## src/rtl/seg7_pkg.sv

```systemverilog
// Shared types and helpers for the multiplexed seven-segment scanner.
// Segment patterns here are high-true {g,f,e,d,c,b,a}; polarity is applied at the output registers.
package seg7_pkg;

    typedef enum logic {
        ST_GUARD = 1'b0,
        ST_DRIVE = 1'b1
    } scan_state_e;

    function automatic logic [6:0] hex_to_seg(input logic [3:0] nib);
        logic [6:0] seg;
        case (nib)
            4'h0:    seg = 7'h3F;
            4'h1:    seg = 7'h06;
            4'h2:    seg = 7'h5B;
            4'h3:    seg = 7'h4F;
            4'h4:    seg = 7'h66;
            4'h5:    seg = 7'h6D;
            4'h6:    seg = 7'h7D;
            4'h7:    seg = 7'h07;
            4'h8:    seg = 7'h7F;
            4'h9:    seg = 7'h6F;
            4'hA:    seg = 7'h77;
            4'hB:    seg = 7'h7C;
            4'hC:    seg = 7'h39;
            4'hD:    seg = 7'h5E;
            4'hE:    seg = 7'h79;
            default: seg = 7'h71;
        endcase
        return seg;
    endfunction

    function automatic int cnt_width(input int refresh_div);
        return $clog2(refresh_div);
    endfunction

    function automatic int idx_width(input int num_digits);
        return (num_digits > 1) ? $clog2(num_digits) : 1;
    endfunction

endpackage

```

## src/rtl/seg7_scan_display_if.sv

```systemverilog
// Debug-word load port and display pins of the seven-segment scanner.
interface seg7_scan_display_if #(
    parameter int NUM_DIGITS = 8
);
    // Load is a one-cycle strobe that is always accepted (no ready); Value/Dp/Blank/Lzb are
    // sampled on the same rising edge and must be stable while Load is high.
    logic [4*NUM_DIGITS-1:0] Value;
    logic [NUM_DIGITS-1:0]   Dp;
    logic [NUM_DIGITS-1:0]   Blank;
    logic                    Lzb;
    logic                    Load;
    logic [6:0]              out7;
    logic                    dp_out;
    logic [NUM_DIGITS-1:0]   en_out;
    logic                    frame_tick;

    modport master (
        output Value, Dp, Blank, Lzb, Load,
        input  out7, dp_out, en_out, frame_tick
    );

    modport slave (
        input  Value, Dp, Blank, Lzb, Load,
        output out7, dp_out, en_out, frame_tick
    );
endinterface

```

## src/rtl/seg7_hex_decoder.sv

```systemverilog
// Combinational nibble to high-true seven-segment pattern.
module seg7_hex_decoder
    import seg7_pkg::*;
(
    input  logic [3:0] i_nib,
    output logic [6:0] o_seg
);
    assign o_seg = hex_to_seg(i_nib);
endmodule

```

## src/rtl/seg7_scan_display.sv

```systemverilog
// Multiplexed hex display scanner: double-buffered digits, leading-zero blanking,
// and an all-dark guard interval at the start of every digit slot to stop ghosting.
module seg7_scan_display
    import seg7_pkg::*;
#(
    parameter int NUM_DIGITS  = 8,
    parameter int REFRESH_DIV = 100000,
    parameter int GUARD       = 16,
    parameter bit ACTIVE_LOW  = 1'b1
) (
    input  logic                              Clk,
    input  logic                              Reset,
    seg7_scan_display_if.slave                bus,
    output scan_state_e                       o_dbg_state,
    output logic [idx_width(NUM_DIGITS)-1:0]  o_dbg_idx
);
    localparam int CW = cnt_width(REFRESH_DIV);
    localparam int IW = idx_width(NUM_DIGITS);
    localparam logic [CW-1:0] GUARD_END = CW'(GUARD - 1);
    localparam logic [CW-1:0] DRIVE_END = CW'(REFRESH_DIV - GUARD - 1);
    localparam logic [CW-1:0] TICK_AT   = CW'(REFRESH_DIV - GUARD - 2);
    localparam logic [IW-1:0] LAST_IDX  = IW'(NUM_DIGITS - 1);
    localparam logic [6:0]            SEG_POL = {7{ACTIVE_LOW}};
    localparam logic [NUM_DIGITS-1:0] EN_POL  = {NUM_DIGITS{ACTIVE_LOW}};

    scan_state_e r_state, w_state_nx;
    logic [CW-1:0] r_cnt, w_cnt_nx;
    logic [IW-1:0] r_idx, w_idx_nx;
    logic r_run, r_tick, w_tick_nx, w_show, w_dark;

    logic [NUM_DIGITS-1:0][3:0] r_pend_val, r_act_val;
    logic [NUM_DIGITS-1:0] r_pend_dp, r_pend_blank, r_act_dp, r_act_blank;
    logic r_pend_lzb, r_act_lzb, r_pend_valid;

    logic [6:0] r_out7, w_seg_raw, w_seg;
    logic r_dp_out;
    logic [NUM_DIGITS-1:0] r_en_out, w_onehot, w_lz_dark;

    // The active buffer only changes on the edge that closes a frame, so a frame never mixes data.
    always_ff @(posedge Clk or negedge Reset) begin
        if (!Reset) begin
            r_pend_val   <= '0;
            r_pend_dp    <= '0;
            r_pend_blank <= '0;
            r_pend_lzb   <= 1'b0;
            r_pend_valid <= 1'b0;
            r_act_val    <= '0;
            r_act_dp     <= '0;
            r_act_blank  <= '0;
            r_act_lzb    <= 1'b0;
        end else begin
            if (r_tick && r_pend_valid) begin
                r_act_val   <= r_pend_val;
                r_act_dp    <= r_pend_dp;
                r_act_blank <= r_pend_blank;
                r_act_lzb   <= r_pend_lzb;
            end
            if (bus.Load) begin
                r_pend_val   <= bus.Value;
                r_pend_dp    <= bus.Dp;
                r_pend_blank <= bus.Blank;
                r_pend_lzb   <= bus.Lzb;
            end
            r_pend_valid <= bus.Load | (r_pend_valid & ~r_tick);
        end
    end

    always_comb begin : lz_scan
        logic all_zero;
        all_zero  = 1'b1;
        w_lz_dark = '0;
        for (int i = NUM_DIGITS - 1; i >= 0; i--) begin
            all_zero     = all_zero & (r_act_val[i] == 4'h0);
            w_lz_dark[i] = r_act_lzb & all_zero & (i != 0);
        end
    end

    seg7_hex_decoder u_dec (
        .i_nib (r_act_val[r_idx]),
        .o_seg (w_seg_raw)
    );

    always_comb begin
        w_onehot        = '0;
        w_onehot[r_idx] = 1'b1;
        w_dark          = r_act_blank[r_idx] | w_lz_dark[r_idx];
        w_seg           = w_dark ? 7'h00 : w_seg_raw;
    end

    // w_show says whether the cycle after this edge is a DRIVE cycle.
    always_comb begin
        w_state_nx = r_state;
        w_cnt_nx   = r_cnt;
        w_idx_nx   = r_idx;
        w_show     = 1'b0;
        w_tick_nx  = 1'b0;
        if (r_run) begin
            w_cnt_nx = r_cnt + 1'b1;
            case (r_state)
                ST_GUARD: begin
                    if (r_cnt == GUARD_END) begin
                        w_state_nx = ST_DRIVE;
                        w_cnt_nx   = '0;
                        w_show     = 1'b1;
                    end
                end
                ST_DRIVE: begin
                    if (r_cnt == DRIVE_END) begin
                        w_state_nx = ST_GUARD;
                        w_cnt_nx   = '0;
                        w_idx_nx   = (r_idx == LAST_IDX) ? '0 : r_idx + 1'b1;
                    end else begin
                        w_show    = 1'b1;
                        w_tick_nx = (r_idx == LAST_IDX) && (r_cnt == TICK_AT);
                    end
                end
                default: ;
            endcase
        end
    end

    // r_run holds the scan for one edge after reset release so the first guard starts on that edge.
    always_ff @(posedge Clk or negedge Reset) begin
        if (!Reset) begin
            r_state  <= ST_GUARD;
            r_cnt    <= '0;
            r_idx    <= '0;
            r_run    <= 1'b0;
            r_tick   <= 1'b0;
            r_out7   <= SEG_POL;
            r_dp_out <= ACTIVE_LOW;
            r_en_out <= EN_POL;
        end else begin
            r_state  <= w_state_nx;
            r_cnt    <= w_cnt_nx;
            r_idx    <= w_idx_nx;
            r_run    <= 1'b1;
            r_tick   <= w_tick_nx;
            r_out7   <= (w_show ? w_seg : 7'h00) ^ SEG_POL;
            r_dp_out <= (w_show & r_act_dp[r_idx]) ^ ACTIVE_LOW;
            r_en_out <= (w_show ? w_onehot : '0) ^ EN_POL;
        end
    end

    assign bus.out7       = r_out7;
    assign bus.dp_out     = r_dp_out;
    assign bus.en_out     = r_en_out;
    assign bus.frame_tick = r_tick;
    assign o_dbg_state    = r_state;
    assign o_dbg_idx      = r_idx;

endmodule

```

## src/flat_wrapper.sv

```systemverilog
// flat-port wrapper written by rule: the top's interface ports become plain ports
module seg7_scan_display_flat import seg7_pkg::*;
#(
    parameter int NUM_DIGITS  = 8,
    parameter int REFRESH_DIV = 100000,
    parameter int GUARD       = 16,
    parameter bit ACTIVE_LOW  = 1'b1
)
  (Clk, Reset, o_dbg_state, o_dbg_idx, bus_Value, bus_Dp, bus_Blank, bus_Lzb, bus_Load, bus_out7, bus_dp_out, bus_en_out, bus_frame_tick);
  seg7_scan_display_if #(.NUM_DIGITS(NUM_DIGITS)) bus_i ();
  input  logic Clk;
  input  logic Reset;
  output scan_state_e o_dbg_state;
  output logic [idx_width(NUM_DIGITS)-1:0] o_dbg_idx;
  input wire logic [$bits(bus_i.Value)-1:0] bus_Value;
  input wire logic [$bits(bus_i.Dp)-1:0] bus_Dp;
  input wire logic [$bits(bus_i.Blank)-1:0] bus_Blank;
  input wire logic [$bits(bus_i.Lzb)-1:0] bus_Lzb;
  input wire logic [$bits(bus_i.Load)-1:0] bus_Load;
  output wire logic [$bits(bus_i.out7)-1:0] bus_out7;
  output wire logic [$bits(bus_i.dp_out)-1:0] bus_dp_out;
  output wire logic [$bits(bus_i.en_out)-1:0] bus_en_out;
  output wire logic [$bits(bus_i.frame_tick)-1:0] bus_frame_tick;
  assign bus_i.Value = bus_Value;
  assign bus_i.Dp = bus_Dp;
  assign bus_i.Blank = bus_Blank;
  assign bus_i.Lzb = bus_Lzb;
  assign bus_i.Load = bus_Load;
  assign bus_out7 = bus_i.out7;
  assign bus_dp_out = bus_i.dp_out;
  assign bus_en_out = bus_i.en_out;
  assign bus_frame_tick = bus_i.frame_tick;
  seg7_scan_display #(.NUM_DIGITS(NUM_DIGITS), .REFRESH_DIV(REFRESH_DIV), .GUARD(GUARD), .ACTIVE_LOW(ACTIVE_LOW)) u_core (.Clk(Clk), .Reset(Reset), .bus(bus_i), .o_dbg_state(o_dbg_state), .o_dbg_idx(o_dbg_idx));
endmodule
```

## config.mk

```make
export PLATFORM = sky130hd
export DESIGN_NAME = seg7_scan_display_flat
export DESIGN_NICKNAME = d
export VERILOG_FILES = /design/src/rtl/seg7_pkg.sv /design/src/rtl/seg7_scan_display_if.sv /design/src/rtl/seg7_hex_decoder.sv /design/src/rtl/seg7_scan_display.sv /design/src/flat_wrapper.sv
export SDC_FILE = /design/constraint.sdc
export NUM_CORES = 1
export LEC_CHECK = 0
export ABC_AREA = 1
export CORE_UTILIZATION = 60
export DETAILED_ROUTE_END_ITERATION = 12
export HOLD_SLACK_MARGIN = 0.02
export PLACE_DENSITY = 0.88
export SKIP_CTS_REPAIR_TIMING = 1
export SLEW_MARGIN = 30
export SYNTH_ARGS = -nofsm -noshare
export SYNTH_HDL_FRONTEND = slang
export SYNTH_SLANG_ARGS = --single-unit
```

## constraint.sdc

```tcl
create_clock -name Clk -period 4 [get_ports Clk]
set_input_delay 0.8 -clock Clk [delete_from_list [all_inputs] [get_ports Clk]]
set_output_delay 0.8 -clock Clk [all_outputs]
set_load 0.02 [all_outputs]
```

# Word level (Yosys, flattened, before mapping)
# Memories as Yosys holds them, arrays and structs flattened.
# Cells that the tools add are included.
[totals] ff_bits=138 romBits=112 input_bits=52 out_inout_bits=21 n_memories=1
[memory_table] memory="(no name shown)" words=16 width=7 rd=1 rd_ports_with_merged_regs=0 write_ports=0 line="seg7_pkg.sv:12" source="case (nib)"
[classes] addsub=2 magnitude_cmp=2 n_eq_ne=4 n_mux=24 n_bitwise=22 n_reduce_logical=11
[ops] cell="17-bit == test, second input constant" count=2
[ops] cell="17-bit two-way mux" count=2
[ops] cell="17-bit one-hot mux with 2 select lines" count=1
[ops] cell="4-bit zero test" count=7
[ops] cell="17-bit by 1-bit adder with 17-bit output, second input constant" count=1
[ops] cell="17-bit by 4-bit == test with 1-bit output, second input constant" count=1
[ops] cell="1-bit AND" count=15
[ops] cell="7-bit two-way mux" count=2
[ops] cell="4-bit binary-select mux with 3-bit select" count=1
[ops] cell="1-bit two-way mux" count=10
[ops] cell="1-bit binary-select mux with 3-bit select" count=3
[ops] cell="8-bit two-way mux" count=1
[ops] cell="8-bit NOT" count=1
[ops] cell="7-bit NOT" count=1
[ops] cell="3-bit by 4-bit less-than comparator with 1-bit output, second input constant" count=1
[ops] cell="4-bit two-way mux" count=1
[ops] cell="3-bit by 1-bit adder with 3-bit output, second input constant" count=1
[ops] cell="1-bit demux with 3-bit select" count=1
[ops] cell="3-bit == test, second input constant" count=1
[ops] cell="3-bit by 1-bit >= comparator with 1-bit output, second input constant" count=1
[ops] cell="1-bit logical AND" count=3
[ops] cell="3-bit two-way mux" count=1
[ops] cell="1-bit NOT" count=3
[ops] cell="3-bit AND reduction" count=1
[ops] cell="other kinds (2)" count=3

# Depth between registers and ports, before layout
# Gate-level depths: netlist (run 1).
[depth] ltp_word=14 depth_mapped=15

# Cells and area by module
# Synthesis (run 1) repeated with hierarchy kept, for this count alone.
[unflattened] cells_unflattened=792 area_unflattened_um2=6541.3
[modules_own_cells] module="seg7_scan_display" instances=1 cells_per_inst=739 area_each_um2=6233.5 seq_area_each_um2=3473.3
[modules_own_cells] module="seg7_hex_decoder" instances=1 cells_per_inst=53 area_each_um2=307.8 seq_area_each_um2=0.0

# Worst setup path after synthesis (run 1)
# No wires, ideal clock.
[synth_path] path_type="register to register" start="register u_core.r_idx[0] (netlist: u_core.o_dbg_idx[0])" end="register u_core.r_out7[3] (netlist: u_core.bus.out7[3])" arrival_ns=1.779 t_required_ns=3.921 path_slack_ns=2.142 stages_incl_launch_ff=16 synth_period_minus_slack_ns=1.858 cell_sequence="dfrtp_1 > inv_2 > buf_2 > nand2_1 > nand2_1 > nand2_1 > nand2_1 > nand2_1 > nand2_1 > inv_1 > ha_1 > inv_1 > nand2_1 > nand3_1 > nand2_1 > nand2_1"
[synth_via] elab_chain_cells=6 word_cells_on_any_way=11
[synth_lines] item="start, declared" line="seg7_scan_display.sv:28" source="logic [IW-1:0] r_idx, w_idx_nx;"
[synth_lines] item="start signal, assigned" line="seg7_scan_display.sv:136" source="r_idx <= w_idx_nx;"
[synth_lines] item="4-bit binary-select mux with 3-bit select / 1-bit binary-select mux with 3-bit select (equally long branches)" line="seg7_scan_display.sv:79, seg7_scan_display.sv:86"
[synth_lines] item="4-bit two-way mux (implied by the code) / 1-bit two-way mux (equally long branches)" line="seg7_scan_display.sv:79, seg7_scan_display.sv:86"
[synth_lines] item="memory 16 x 7 bit / 1-bit OR (equally long branches)"
[synth_lines] item="7-bit two-way mux (*)" line="seg7_scan_display.sv:87" source="w_seg = w_dark ? 7'h00 : w_seg_raw;"
[synth_lines] item="7-bit two-way mux (*)" line="seg7_scan_display.sv:139" source="r_out7 <= (w_show ? w_seg : 7'h00) ^ SEG_POL;"
[synth_lines] item="7-bit NOT (no source line) (*)"
[synth_lines] item="end signal, assigned" line="seg7_scan_display.sv:139"
[synth_lines] item="end, declared" line="seg7_scan_display.sv:35" source="logic [6:0] r_out7, w_seg_raw, w_seg;"
# Every way passes the cells marked *; elsewhere a longest branch is shown, timed or not. The select of a mux whose other input is x is not followed.
# A chain may end at the register's enable or synchronous reset.

# Final worst setup path (run 1)
[layout_path] start="register u_core.r_idx[1] (netlist: u_core.o_dbg_idx[1])" end="output o_dbg_idx[1]"
[layout_lines] item="end, declared" line="flat_wrapper.sv:14" source="output logic [idx_width(NUM_DIGITS)-1:0] o_dbg_idx;"
# No word-level cell between the ends.

==> results.toml, run 1 <==
[status]
status = "finished, final reports clean"

[place]
dp_hpwl_microns = 9300
finalWeightedCongestion = 0.8805
io_buffers = 72

[detailed_routing]
wl_per_cell_microns = 14.00
vias = 5193
via_per_inst = 5.288
drt-pass1-iter-count = 5
routed_wl_microns = 13750
drc = 0
ant_nets = 0
drt-initial-drc-count = 396

[sta]
final_max_slew_viol_count = 0
min_period_ns = 2.788
setup_viol = 0
worst_pin_slew_ns = 0.7720
fin_skew_ns = 0.005756
finalCritPeriodShare_pct = 69.70
slew_headroom_pct = 48.53
hold-worst-slack_ns = 0.3275
setup_tns_ns = 0
hold_violations = 0
rsz0062_at_grt = "false"
clock.fmax_mhz = 358.7

[setup_path]
worstPathRequired_ns = 3.20
worstPathMaxFanout = 19
cp_cell_sequence = "clkdlybuf4s50_1"
critical_path_buf_inv_count = 1
cp_data_arrival_time_ns = 1.99
critPathLaunchType = "register"
cpPeakStageDelay_ns = 0.73
crit_type = "reg -> out"
setup.worst_path.end_class = "output pin"
crit_family = "flip-flops"
cpMaxStageDelayCell = "dfrtp_1"

[clock_network]
numCtsBuffers = 17
clk_path_buf_depth = 2
htreeDepth = 4
root_buffer = "clkbuf_8"
clock_latency_ns = 0.54
clock-sinks = 138
cts_tree = "built"
clk_pin_slew_ns = 0.06

[yosys]
synth_top_area_share_pct = 48.54
ys.flop_type = "dfrtp_1"
ys_types = 29
yosys.area.top_type = "dfrtp_1"
synthTopCellsByArea = "dfrtp_1 49%, nand2_1 14%, o21ai_0 8.3%"
mappedNetlistArea_sq_um = 6290
yosysWarnings = 0
ys_ff_latch = 138
synth_edf_count = 0
postSynthCellCount = 769
syn-mean-instance-area_sq_um = 8.179
synth-seq-area-share_pct = 55.22
async_flop_share_pct = 100.0
syn-num-nets = 831

[power_and_ir_drop]
ir_drop_uv = 284.1
p_leak_uw = 0.003783
powerDensity_nw_per_um2 = 464.2

[floorplanning]
die_w_microns = 104.4
dieHeight_microns = 104.4
core_area_sq_um = 10230
num_rows = 37
dieArea_sq_um = 10900
io_pins = 73
initial_core_util_pct = 61.48

[worst_hold_path]
worst_hold_path_type = "in -> async"

[finish]
drive_above_1_share_pct = 7.329
syn_to_final_growth_pct = 22.40
num_antenna_cells = 0
nNetsFinal = 895

[global_routing]
grt_antenna_before_repair = 0
grt_pass1_vias = 4943
grt_first_pass_wirelength_microns = 23580
grt_overflow = 0
globalRouteTotalUtil_pct = 27.92
grt_max_degree = 78

[run]
cap_violations = 0
==> cell families (layout without fill, tap and decap cells) <==
kind of cell	Yosys count	count (layout)	synth area share, %
xor+xnor	9	9	1.253
fa+ha+maj	10	10	1.989
simple gates	371	371	24.43
compound gates	119	119	9.608
other cells	1	1	0.05962
flops	138	138	55.22
buf+inv	121	198	7.440
==> cell usage after synthesis, types with 2 or more instances <==
cell      count
or2_1         6
buf_2         8
nand4_1       9
inv_2         5
nor2_1       57
clkbuf_1     22
o21ai_1       5
o21ai_0     104
dfstp_2      16
xor2_1        8
nand2_2       4
a21oi_1       6
o22ai_1       2
inv_1        85
ha_1         10
nor3_1        9
nand3_1      35
nand3b_1      6
dfrtp_1     122
nand2_1     241
==> where the power goes <==
part,internal [uW],total [uW],leakage [uW],switching [uW]
logic,163,385,0.00171,222
registers,1510,1570,0.00177,58.2
clock network,1060,1620,0.000303,564
total,2730,3570,0.00378,844
==> layout make-up <==
cell class	instances	area (sq um)
Timing Repair Buffer	76	755.7
Clock buffer	24	470.5
Sequential cell	138	3473
Clock inverter	8	140.1
Fill cell	710	2532
Inverter	90	337.8
Tap cell	136	170.2
Multi-Input combinational cell	510	2351
==> cell usage in the layout (no fill, tap or decap), types with 2 or more instances in the layout <==
cell and n:
clkbuf_1 4, clkdlybuf4s50_1 70, nor2_1 57, clkinv_2 4
nand2_1 240, dfrtp_1 122, nand2_2 5, dfstp_2 16
buf_4 4, nor3_1 9, nand3_1 35, nand3b_1 6
clkbuf_8 4, bufinv_16 4, ha_1 10, o22ai_1 2
a21oi_1 6, xor2_1 8, inv_2 5, o21ai_1 5
clkbuf_16 16, inv_1 85, nand4_1 9, o21ai_0 104
or2_1 6
==> through the flow <==
step	area, sq um	setup WS [ns]	power [uW]	util (%)	cells
floorplan	6290	2.142	1785	-	769
global placement	7088	1.800	1950	69.28	950
detailed placement	7088	1.757	1970	69.28	950
CTS	7699	1.210	3591	75.25	982
global route	7699	1.116	3714	75.25	982
finish	7699	1.212	3574	75.25	982
==> path summary, 6_finish.rpt <==
kind	from	to	slack, ns	cells past startpoint
min in group Clk	u_core.r_act_blank[6]	u_core.r_act_blank[6]	0.49	2
max	u_core.o_dbg_idx[1]	o_dbg_idx[1]	1.21	1
min reg2reg	u_core.r_act_blank[6]	u_core.r_act_blank[6]	0.49	2
max in group asynchronous	Reset	u_core.r_act_val[23]	2.83	2
max reg2reg	u_core.o_dbg_idx[1]	u_core.bus.out7[4]	1.71	10
min	Reset	u_core.r_cnt[11]	0.33	1
==> per-layer routing <==
| layer | wire length, microns | global-route usage (%) | vias up |
|---|---|---|---|
| met5 | 0 | 0 | - |
| met4 | 342 | 12.14 | 0 |
| met3 | 764 | 6.391 | 29 |
| met2 | 6894 | 45.65 | 186 |
| met1 | 5751 | 35.71 | 2435 |
| li1 | - | - | 2543 |
==> sequential cells by signal, summed over array words and instances, names as in the netlist <==
signal                 cells
u_core.o_dbg_state         1
u_core.r_act_dp            8
u_core.bus.out7            7
u_core.r_cnt              17
u_core.r_pend_dp           8
u_core.r_act_blank         8
u_core.bus.en_out          8
u_core.bus.frame_tick      1
u_core.bus.dp_out          1
u_core.r_pend_blank        8
u_core.r_act_lzb           1
u_core.r_pend_valid        1
u_core.r_run               1
u_core.r_pend_val         32
u_core.r_act_val          32
u_core.o_dbg_idx           3
u_core.r_pend_lzb          1
Note: power is estimated with default switching activity, not from simulation.
==> run 2, diff against run 1 <==
--- a/config.mk
+++ b/config.mk
@@ -6,10 +6,10 @@
 export NUM_CORES = 1
 export LEC_CHECK = 0
 export ABC_AREA = 1
-export CORE_UTILIZATION = 60
+export CORE_UTILIZATION = 51
 export DETAILED_ROUTE_END_ITERATION = 12
 export HOLD_SLACK_MARGIN = 0.02
-export PLACE_DENSITY = 0.88
+export PLACE_DENSITY = 0.8
 export SKIP_CTS_REPAIR_TIMING = 1
 export SLEW_MARGIN = 30
 export SYNTH_ARGS = -nofsm -noshare
==> constraint.sdc (replaced) <==
create_clock -name Clk -period 2.54 [get_ports Clk]
set_input_delay 0.508 -clock Clk [delete_from_list [all_inputs] [get_ports Clk]]
set_output_delay 0.508 -clock Clk [all_outputs]
set_load 0.02 [all_outputs]
==> run 2 against run 1 <==
Compared with the run above:
- global-route usage down 4.9 points
- largest cell class unchanged
- critical path depth up 1
- sequential power up 57%
- clock-buffer cell count down 5
- power up 56%
- largest power group unchanged
- critical endpoint is now o_dbg_idx[0]
- flip-flop and latch count unchanged
==> results.toml, run 2 (synthesis gave the netlist of run 1 again) <==
[finish]
drive_above_1_share_pct = 7.783
num_antenna_cells = 0
syn_to_final_growth_pct = 23.29
fill_cells = 971
final_common_cell = "nand2_1"
largestRegisters = "u_core.r_act_val x32, u_core.r_pend_val x32, u_core.r_cnt x17"
fin_area_sq_um = 7755
nNetsFinal = 897
most-common-layout-cells = "240 x nand2_1, 122 x dfrtp_1, 104 x o21ai_0"

[sta]
min_period_ns = 2.297
setup_tns_ns = 0
finalCritPeriodShare_pct = 90.43
fin_skew_ns = 0.006982
clock.fmax_mhz = 435.3
final_max_slew_viol_count = 0
rsz0062_at_grt = "false"
setup_slack_ns = 0.2430
hold_violations = 0
setup_viol = 0
slew_headroom_pct = 60.96
worst_pin_slew_ns = 0.5856

[place]
place_area_sq_um = 7154
finalWeightedCongestion = 0.8456
io_buffers = 72
pre_cts_ws_ns = 0.5898
dp_hpwl_microns = 8979

[detailed_routing]
vias = 5017
drc = 0
wl_per_cell_microns = 13.27
via_per_inst = 5.042
ant_nets = 0
drt-initial-drc-count = 441
routed_wl_microns = 13210
drt-pass1-iter-count = 5

[power_and_ir_drop]
power.total_uw = 5565
ir_drop_uv = 513.3
powerDensity_nw_per_um2 = 717.6
p_leak_uw = 0.003782

[global_routing]
grt_max_degree = 78
grt_first_pass_wirelength_microns = 22850
grt_overflow = 0
globalRouteTotalUtil_pct = 23.01
grt_pass1_vias = 4806
grt_antenna_before_repair = 0

[clock_network]
clock_latency_ns = 0.42
clock-sinks = 138
cts_tree = "built"
clk_path_buf_depth = 2
htreeDepth = 4
root_buffer = "clkbuf_16"
numCtsBuffers = 17
clk_pin_slew_ns = 0.06

[floorplanning]
core_area_sq_um = 12010
num_rows = 40
die_w_microns = 113.1
initial_core_util_pct = 52.36
dieArea_sq_um = 12780
io_pins = 73
dieHeight_microns = 113.1

[setup_path]
worstPathRequired_ns = 2.03
timing.rr.start = "u_core.o_dbg_idx[0]"
worstPathMaxFanout = 33
cpPeakStageDelay_ns = 0.69
cp_data_arrival_time_ns = 1.79
crit_type = "reg -> out"
ff2ff_path_depth = 14
setup.worst_path.end_class = "output pin"
cpMaxStageDelayCell = "clkdlybuf4s50_1"
cp-startpoint = "u_core.o_dbg_idx[0]"
critPathLaunchType = "register"
cp_cell_sequence = "buf_4, clkdlybuf4s50_1"

[run]
cap_violations = 0

[status]
status = "finished, final reports clean"

[worst_hold_path]
worst_hold_path_type = "in -> async"
-- run 2: changes by cell type in the layout (fill, tap and decap cells not counted), sizes merged --
cell and change:
buf +2, clkinvlp +5, clkinv -2, bufinv -1, clkbuf -5, inv +3
-- run 2: report_power, final --
group	internal, uW	switching, uW	total, uW
registers	2370	88.1	2460
clock network	1550	947	2500
logic	263	343	606
-- run 2: critical path, delay by kind of cell (launching register included) --
kind	cells	cell delay (ns)
buf+inv	2	1.01
flops	1	0.36
-- run 2: metal layers --
metal	share of wire, %	up-vias	track usage [%]
met5	0	-	0
met4	2.0	0	8.947
met3	4.5	22	6.374
met2	47	148	34.93
met1	47	2303	31.55
li1	-	2544	-
-- run 2: cell type report --
cell class | instances | area, sq um | area share (%)
tap | 147 | 183.9 | 2.372
inverter | 90 | 337.8 | 4.356
timing repair buffer | 78 | 808.3 | 10.42
multi-input combinational | 510 | 2351 | 30.32
clock buffer | 19 | 432.9 | 5.582
clock inverter | 13 | 167.7 | 2.162
sequential | 138 | 3473 | 44.79
-- run 2: worst paths after layout --
path | end | slack [ns]
max | o_dbg_idx[0] | 0.24
min | u_core.r_cnt[11] | 0.05
max reg2reg | u_core.bus.out7[3] | 0.53
min reg2reg | u_core.r_act_blank[0] | 0.50
max in group asynchronous | u_core.bus.en_out[6] | 1.82
min in group Clk | u_core.r_act_blank[0] | 0.50
-- run 2: stage by stage --
step	hold WS (ns)	std cells	utilization, %
finish	0.04687	995	64.56
global placement	0.4728	963	59.56
global route	0.07629	995	64.56
floorplan	0.2124	769	-
CTS	0.04852	995	64.56
detailed placement	0.4827	963	59.56
==> run 3, diff against run 2 <==
--- a/config.mk
+++ b/config.mk
@@ -6,10 +6,10 @@
 export NUM_CORES = 1
 export LEC_CHECK = 0
 export ABC_AREA = 1
-export CORE_UTILIZATION = 51
+export CORE_UTILIZATION = 60
 export DETAILED_ROUTE_END_ITERATION = 12
 export HOLD_SLACK_MARGIN = 0.02
-export PLACE_DENSITY = 0.8
+export PLACE_DENSITY = 0.88
 export SKIP_CTS_REPAIR_TIMING = 1
 export SLEW_MARGIN = 30
 export SYNTH_ARGS = -nofsm -noshare
==> constraint.sdc (replaced) <==
create_clock -name Clk -period 2.7 [get_ports Clk]
set_input_delay 0.54 -clock Clk [delete_from_list [all_inputs] [get_ports Clk]]
set_output_delay 0.54 -clock Clk [all_outputs]
set_load 0.02 [all_outputs]
==> run 3 against run 2 <==
Compared with the run above:
- global-route usage rose by 5.9 points
- sequential share of layout area grew 0.12 points
- clock skew rose by 0.0038 ns
- sequential power decreased by 6%
- combinational power decreased by 3%
- power decreased by 5.8%
- cell count is 0.90% lower
- cell area fell by 0.27%
- largest power group unchanged
- highest routed layer unchanged
==> results.toml, run 3 (synthesis gave the netlist of run 1 again) <==
[status]
status = "finished, final reports clean"

[finish]
syn_to_final_growth_pct = 22.96
nNetsFinal = 899
drive_above_1_share_pct = 8.000
ff_latch_area_sq_um = 3473
fill_cells = 682
largestRegisters = "u_core.r_act_val x32, u_core.r_pend_val x32, u_core.r_cnt x17"
num_antenna_cells = 0
multi_input_area_sq_um = 2351
most-common-layout-cells = "240 x nand2_1, 122 x dfrtp_1, 104 x o21ai_0"
final_common_cell = "nand2_1"

[setup_path]
setup.worst_path.end_class = "output pin"
worstPathMaxFanout = 19
crit_family = "buffers and inverters"
cp_data_arrival_time_ns = 1.97
crit_type = "reg -> out"
critPathLaunchType = "register"
critical_path_buf_inv_count = 1
cpPeakStageDelay_ns = 0.75
cpMaxStageDelayCell = "clkdlybuf4s50_1"
worstPathRequired_ns = 2.16
cp_cell_sequence = "clkdlybuf4s50_1"

[run]
cap_violations = 0

[clock_network]
htreeDepth = 4
numCtsBuffers = 17
clk_path_buf_depth = 2
clk_pin_slew_ns = 0.06
clock-sinks = 138
root_buffer = "clkbuf_8"
cts_tree = "built"
clock_latency_ns = 0.53

[sta]
finalCritPeriodShare_pct = 93.02
worst_pin_slew_ns = 0.5603
slew_headroom_pct = 62.65
hold-worst-slack_ns = 0.3988
fin_skew_ns = 0.01081
final_max_slew_viol_count = 0
hold_violations = 0
clock.fmax_mhz = 398.2
setup_viol = 0
min_period_ns = 2.511
rsz0062_at_grt = "false"
setup_tns_ns = 0

[place]
dp_hpwl_microns = 9530
io_buffers = 72
finalWeightedCongestion = 0.9316

[detailed_routing]
wl_per_cell_microns = 14.68
ant_nets = 0
drt-pass1-iter-count = 5
drt-initial-drc-count = 453
via_per_inst = 5.349
routed_wl_microns = 14480
drc = 0
vias = 5274

[floorplanning]
num_rows = 37
dieHeight_microns = 104.4
io_pins = 73
die_w_microns = 104.4
core_area_sq_um = 10230
dieArea_sq_um = 10900
initial_core_util_pct = 61.48

[global_routing]
grt_pass1_vias = 5344
globalRouteTotalUtil_pct = 28.95
grt_antenna_before_repair = 0
grt_first_pass_wirelength_microns = 24640
grt_overflow = 0
grt_max_degree = 99

[power_and_ir_drop]
pwr-share-seq_pct = 44.3
power.total_uw = 5240
p_sw_share_pct = 25.23
switching_power_uw = 1322
ir_drop_uv = 320.7
p_leak_uw = 0.003786
powerDensity_nw_per_um2 = 677.6
p_clk_share_pct = 44.5
power_frac_comb_pct = 11.2
intPower_uw = 3918

[worst_hold_path]
worst_hold_path_type = "in -> reg"
-- run 3: path summary, 6_finish.rpt --
check | start | endpoint | slack [ns] | depth (start not counted)
setup / recovery | u_core.o_dbg_idx[1] | o_dbg_idx[1] | 0.19 | 1
hold / removal | bus_Load | u_core.r_pend_val[3] | 0.40 | 3
setup reg to reg | u_core.o_dbg_idx[1] | u_core.bus.out7[4] | 0.45 | 10
hold reg to reg | u_core.r_act_blank[6] | u_core.r_act_blank[6] | 0.50 | 2
max in group asynchronous | Reset | u_core.r_pend_val[25] | 1.48 | 3
min in group asynchronous | Reset | u_core.o_dbg_idx[0] | 0.50 | 2
-- run 3: stage by stage --
step | std cells | util [%] | cell area, sq um | setup slack, ns
global placement | 953 | 69.62 | 7123 | 0.6894
detailed placement | 953 | 69.62 | 7123 | 0.5578
CTS | 985 | 75.49 | 7724 | 0.1988
floorplan | 769 | - | 6290 | 0.8416
finish | 986 | 75.59 | 7734 | 0.1885
global route | 986 | 75.59 | 7734 | 0.1288
-- run 3: layout make-up --
type / instances / area share, %
Clock inverter: 13 / 2.184
Tap cell: 136 / 2.200
Inverter: 90 / 4.368
Timing Repair Buffer: 80 / 10.35
Sequential cell: 138 / 44.91
Multi-Input combinational cell: 510 / 30.40
Clock buffer: 19 / 5.582
-- run 3: layer usage --
metal	up-vias	part of all wire, %	track usage (%)	wire [microns]
li1	2549	-	-	-
met1	2434	41	35.49	5936
met2	240	50	47.97	7173
met3	51	6.4	7.581	923
met4	0	3.1	13.47	442
met5	-	0	0	0
-- run 3: power groups by stage --
stage          clock [uW]  sequential [uW]  combinational [uW]
2_1_floorplan           0             2390                 258
3_3_place_gp            0             2350                 547
3_5_place_dp            0             2350                 573
4_1_cts              2360             2320                 584
5_1_grt              2440             2340                 652
6_report             2330             2320                 587
